[config.mk]
export PLATFORM = sky130hd
export DESIGN_NAME = led_trail_fader
export DESIGN_NICKNAME = d
export VERILOG_FILES = /design/src/rtl/led_trail_fader.sv
export SDC_FILE = /design/constraint.sdc
export NUM_CORES = 1
export LEC_CHECK = 0
export CORE_MARGIN = 2
export CORE_UTILIZATION = 51
export DETAILED_ROUTE_END_ITERATION = 8
export PLACE_DENSITY = 0.69
export SKIP_LAST_GASP = 1
export SYNTH_ARGS = -nofsm -noshare
export SYNTH_HDL_FRONTEND = slang
export SYNTH_SLANG_ARGS = --single-unit
[constraint.sdc]
create_clock -name clk -period 4.7 [get_ports clk]
set_input_delay 0.94 -clock clk [delete_from_list [all_inputs] [get_ports clk]]
set_output_delay 0.94 -clock clk [all_outputs]
set_load 0.02 [all_outputs]
[src/rtl/led_trail_fader.sv]
// LED output stage: lit LEDs drive solid, LEDs that go dark fade out through PWM levels.
// Registered path: frame_in -> frame_q -> led_out (2 clk); no backpressure, one frame per clk.
module led_trail_fader #(
  parameter int N_LED       = 16,
  parameter int PWM_BITS    = 4,
  parameter int DECAY_TICKS = 1500000,
  parameter int DECAY_STEP  = 2
) (
  input  logic             clk,
  input  logic             rst,
  input  logic [N_LED-1:0] frame_in,
  input  logic             fade_en,
  output logic [N_LED-1:0] led_out,
  output logic             busy
);

  localparam int CNT_W = (DECAY_TICKS > 1) ? $clog2(DECAY_TICKS) : 1;
  localparam logic [CNT_W-1:0]    CNT_LAST = CNT_W'(DECAY_TICKS - 1);
  localparam logic [PWM_BITS-1:0] MAX_LVL  = '1;
  localparam logic [PWM_BITS-1:0] STEP     = PWM_BITS'(DECAY_STEP);

  logic [N_LED-1:0]    frame_q;
  logic [CNT_W-1:0]    decay_cnt;
  logic                tick;
  logic [PWM_BITS-1:0] pwm_cnt;
  logic [PWM_BITS-1:0] bright     [N_LED];
  logic [PWM_BITS-1:0] bright_nxt [N_LED];
  logic [N_LED-1:0]    glow;
  logic [N_LED-1:0]    lingering;

  assign tick = (decay_cnt == CNT_LAST);

  always_ff @(posedge clk or negedge rst) begin
    if (!rst) begin
      frame_q   <= '0;
      decay_cnt <= '0;
      pwm_cnt   <= '0;
    end else begin
      frame_q   <= frame_in;
      decay_cnt <= tick ? '0 : decay_cnt + 1'b1;
      pwm_cnt   <= pwm_cnt + 1'b1;
    end
  end

  // Relight beats decay; decay saturates at zero instead of wrapping.
  always_comb begin
    for (int i = 0; i < N_LED; i++) begin
      bright_nxt[i] = bright[i];
      if (!fade_en) begin
        bright_nxt[i] = '0;
      end else if (frame_q[i]) begin
        bright_nxt[i] = MAX_LVL;
      end else if (tick) begin
        bright_nxt[i] = (bright[i] > STEP) ? bright[i] - STEP : '0;
      end
    end
  end

  always_comb begin
    glow      = '0;
    lingering = '0;
    for (int i = 0; i < N_LED; i++) begin
      glow[i]      = fade_en & (bright[i] > pwm_cnt);
      lingering[i] = (bright[i] != '0) & ~frame_q[i];
    end
  end

  always_ff @(posedge clk or negedge rst) begin
    if (!rst) begin
      for (int i = 0; i < N_LED; i++) begin
        bright[i] <= '0;
      end
      led_out <= '0;
      busy    <= 1'b0;
    end else begin
      for (int i = 0; i < N_LED; i++) begin
        bright[i] <= bright_nxt[i];
      end
      led_out <= frame_q | glow;
      busy    <= fade_en & (|lingering);
    end
  end

endmodule

# Word level (Yosys, flattened, before mapping)

Index checks and enable logic that the tools add are counted.

Register bits: 122
Input port bits: 19
Output and inout port bits: 17

Add/sub/neg operators: 18
Magnitude comparators: 32
Eq/ne operators: 17
Mux-type cells: 65
Bitwise logic cells: 50
Reduce and logical (&&, ||, !) cells: 17

Operator list:

| operator              | count |
|---|---|
| $mux 4                | 64 |
| $gt 4x2->1 const B    | 16 |
| $gt 4x4->1            | 16 |
| $reduce_bool 4->1     | 16 |
| $sub 4x2->4 const B   | 16 |
| $ne 3x1->1 const B    | 16 |
| $and 1x1->1           | 33 |
| $add 21x1->21 const B | 1 |
| $eq 21x21->1 const B  | 1 |
| $mux 21               | 1 |
| $not 1->1             | 16 |
| $or 16x16->16         | 1 |
| $reduce_or 16->1      | 1 |
| $add 4x1->4 const B   | 1 |

# Longest topological paths before layout

Word-level depth: 5
Depth in mapped cells: 8
Gate-level depth less buffers: 7

# Worst setup path after synthesis

Ideal clock, no wire load.

Path kind: input to register
Start point: input port fade_en
End point: register bright[26] (netlist name)
Arrival time: 1910 ps
Setup slack: 2644 ps
Cell stages on the path: 5
Buffers on the path: 3
Cells stage by stage: clkbuf_1 inv_1 clkbuf_1 clkbuf_1 o32ai_2

Word-level cells in the longest chain between the ends: 1

Ends and longest elaborated chain:

| element                                                      | RTL line | text |
|---|---|---|
| start: declaration                                           | 12       | `input logic fade_en,` |
| $ne 3x1->1 (no source line) / $mux 4 (equally long branches) | -        |  |
| end signal: indexed assignment                               | 77       | `bright[i] <= bright_nxt[i];` |
| end: declaration                                             | 26       | `logic [PWM_BITS-1:0] bright [N_LED];` |

Parallel ways exist; a longest one is shown, timed or not.
A chain may end at the register's enable or synchronous reset.

# Worst setup path after layout

Start point: register decay_cnt[16]
End point: register bright[36] (netlist name)

Word-level cells in the longest chain between the ends: 2

Ends and longest elaborated chain:

| element                     | RTL line | text |
|---|---|---|
| start: declaration          | 23       | `logic [CNT_W-1:0] decay_cnt;` |
| start signal: assignment    | 40       | `decay_cnt <= tick ? '0 : decay_cnt + 1'b1;` |
| $eq 21x21->1                | 31       | `assign tick = (decay_cnt == CNT_LAST);` |
| $ne 3x1->1 (no source line) | -        |  |

No other way between the ends.

==> results.sh <==
export IMPL_outcome="completed"
export IMPL_dpl_cell_area_um2=7690
export IMPL_reg2reg_from="decay_cnt[16]"
export IMPL_die_w_um=123
export IMPL_n_antenna_cell=0
export IMPL_track_usage_pct=23.2
export IMPL_power_switching_uw=727
export IMPL_critPathMaxFanout=54
export IMPL_ys_warn_count=0
export IMPL_p_per_area_nw_per_um2=341
export IMPL_yosysUniqueCellTypes=46
export IMPL_p_comb_share_pct=12.8
export IMPL_placed_cells=921
export IMPL_worst_r2r_cell_count=5
export IMPL_core_area_um2=13900
export IMPL_min_path_type="reg2reg"
export IMPL_pin_count=36
export IMPL_critPathArrivalTime_ns=3.64
export IMPL_synth_seq_area_share_pct=42.1
export IMPL_grt_pass1_vias=5709
export IMPL_max_freq_mhz=301
export IMPL_setup_violations=0
export IMPL_place_congestion=0.832
export IMPL_clock_skew_ns=0.0108
export IMPL_ys_seq_elements=122
export IMPL_tightest_slew_ns=1.12
export IMPL_startpoint_type="register"
export IMPL_dp_hpwl_mm=10.4
export IMPL_p_seq_share_pct=42.0
export IMPL_drt_antenna_violating_nets=0
export IMPL_grt_start_max_net_pins=77
export IMPL_overflow=0
export IMPL_first_iter_violations=378
export IMPL_clk_latency_ns=0.43
export IMPL_cts_buffer_depth=2
export IMPL_post_cts_repair_setup_buffers=0
export IMPL_grt_pass1_wl_mm=27.4
export IMPL_rows=43
export IMPL_netlist_instances=727
export IMPL_root_buffer="clkbuf_16"
export IMPL_synth_edf_count=0
export IMPL_dr_total_vias=5700
export IMPL_htree_num_levels=4
export IMPL_final_nets=861
export IMPL_fin_crit_ns=3.33
export IMPL_drive_gt1_share_pct=6.74
export IMPL_cts_sinks=122
export IMPL_power_leakage_nw=3.68
export IMPL_initial_utilization_pct=52.2
export IMPL_p_int_mw=2.09
export IMPL_finalNonFillerCells=951
export IMPL_maxSlewHeadroom_pct=25.6
export IMPL_syn_area_per_cell_um2=9.96
export IMPL_cap_violations=0
export IMPL_r2r_setup_slack_ns=1.37
export IMPL_ys_flop_type="dfrtp_1"
export IMPL_synth_area_um2=7240
export IMPL_async_reset_ff_share_pct=100
export IMPL_min_path_cells=1
export IMPL_portBuffers=35
export IMPL_cts_resized=0
export IMPL_rsz0062_at_grt="no"
export IMPL_drt_wl_total_mm=16.6
export IMPL_fillers=1172
export IMPL_seq_area_um2=3050
export IMPL_crit_required_ns=5.01
export IMPL_drv_slew=0
export IMPL_synth_fp_nets=828
export IMPL_syn2layout_area_growth_pct=14.0
export IMPL_multi_input_area_um2=3770
export IMPL_drc=0
export IMPL_fin_crit_sh_pct=70.8
export IMPL_wl_per_cell_um=17.4
export IMPL_end_kind="register"
export IMPL_grt_antenna_before_repair=0
export IMPL_clk_pin_slew_ns=0.06
export IMPL_hold_viol_final=0
export IMPL_hold_buffers=0
export IMPL_switching_share_pct=25.8
export IMPL_worstReg2RegEnd="bright[36]"
export IMPL_hp_start="decay_cnt[20]"
export IMPL_cts_tree="done"
export IMPL_design_die_area_um2=15200
export IMPL_ir_drop_v=0.000274
export IMPL_pwr_share_clk_pct=45.2
export IMPL_whs_endpoint="decay_cnt[20]"
export IMPL_path_class="reg2reg"
export IMPL_design_area_um2=8260
export IMPL_dr_pass1_iters=5
export IMPL_setup_tns_ns=0
export IMPL_chipHeight_um=123
export IMPL_via_per_inst=5.99
export IMPL_cts_buffers=17
export IMPL_hold_ws_ns=0.479
-- critical path, stage by stage, from the launching register on --
cell,delay (ns)
dfrtp_1,0.40
or4_4,0.55
nor4_4,0.75
and2_2,1.03
a31oi_1,0.22
o21a_1,0.24
-- layer usage --
layer | vias up | wire length, um | GRT usage [%]
li1 | 2718 | - | -
met1 | 2836 | 7410 | 29.5
met3 | 21 | 771 | 5.67
met4 | 0 | 193 | 6.89
met2 | 125 | 8200 | 39.2
met5 | - | 0 | 0
-- placed cells by master (no fill, tap or decap), types with 10 or more instances in the layout --
cell type | netlist | layout
a21o_1 | 16 | 16
a21oi_1 | 50 | 50
a31oi_1 | 17 | 17
clkbuf_16 | 0 | 17
clkdlybuf4s50_1 | 0 | 33
dfrtp_1 | 122 | 122
ha_1 | 82 | 82
inv_1 | 73 | 73
nand2_1 | 32 | 32
nand2b_1 | 25 | 25
nand3_1 | 20 | 20
nand4_1 | 10 | 10
nor2_1 | 45 | 45
nor3_1 | 24 | 24
nor4_1 | 16 | 16
o21a_1 | 24 | 24
o21ai_0 | 10 | 10
o22ai_1 | 16 | 16
o31a_1 | 20 | 20
-- logic make-up after synthesis --
group	count (synthesis)	synth area share, %
multiplexers	2	0.276
buffers and inverters	98	5.87
AO/OA/AOI/OAI	196	19.1
AND/OR/NAND/NOR	210	16.4
flip-flops	122	42.1
XOR/XNOR	17	2.06
adder cells (fa/ha/maj)	82	14.2
-- final cells by class --
type,instances,share of cell area [%]
Multi-Input combinational cell,507,45.6
Sequential cell,122,37.0
Clock buffer,22,5.74
Timing Repair Buffer,39,4.51
Inverter,73,3.32
Tap cell,180,2.73
Clock inverter,8,1.15
-- worst max path at each step --
stage	from	to	slack, ns
2_1_floorplan	fade_en	bright[26]	2.64
3_3_place_gp	decay_cnt[16]	bright[35]	1.52
3_5_place_dp	decay_cnt[16]	bright[27]	1.44
4_1_cts	decay_cnt[16]	bright[36]	1.40
5_1_grt	decay_cnt[16]	bright[36]	1.23
6_report	decay_cnt[16]	bright[36]	1.37
-- through the flow --
stage / setup slack [ns] / util, % / power (mW)
after floorplan: 2.64 / - / 1.42
after global placement: 1.52 / 55.4 / 1.54
after detailed placement: 1.44 / 55.4 / 1.56
after CTS: 1.40 / 59.5 / 2.84
after global routing: 1.23 / 59.5 / 2.94
final: 1.37 / 59.5 / 2.82
-- state kept, by name, summed over array words and instances, names as in the netlist --
signal and cells:
busy 1, pwm_cnt 4, frame_q 16, bright 64, led_out 16, decay_cnt 21
-- synth_stat cells, drive strengths merged (13+ instances only) --
library cell  count  share of area [%]
nor3             24                1.7
inv              73                3.8
a21oi            50                3.5
nor4             17                1.7
nand3            20                1.4
a31oi            17                1.5
a21o             16                1.7
nand2b           25                2.2
o31a             20                2.4
o21a             24                2.5
o22ai            16                1.4
nand2            33                1.8
ha               82                 14
nor2             45                2.3
dfrtp           122                 42
buf              13                1.5
-- power by group through the flow --
stage,Clock (mW),Combinational [mW],Sequential (mW)
3_5_place_dp,0,0.361,1.20
5_1_grt,1.34,0.411,1.19
6_report,1.27,0.362,1.18
4_1_cts,1.29,0.365,1.18
3_3_place_gp,0,0.341,1.19
2_1_floorplan,0,0.229,1.20
Note: power is estimated with default switching activity, not from simulation.
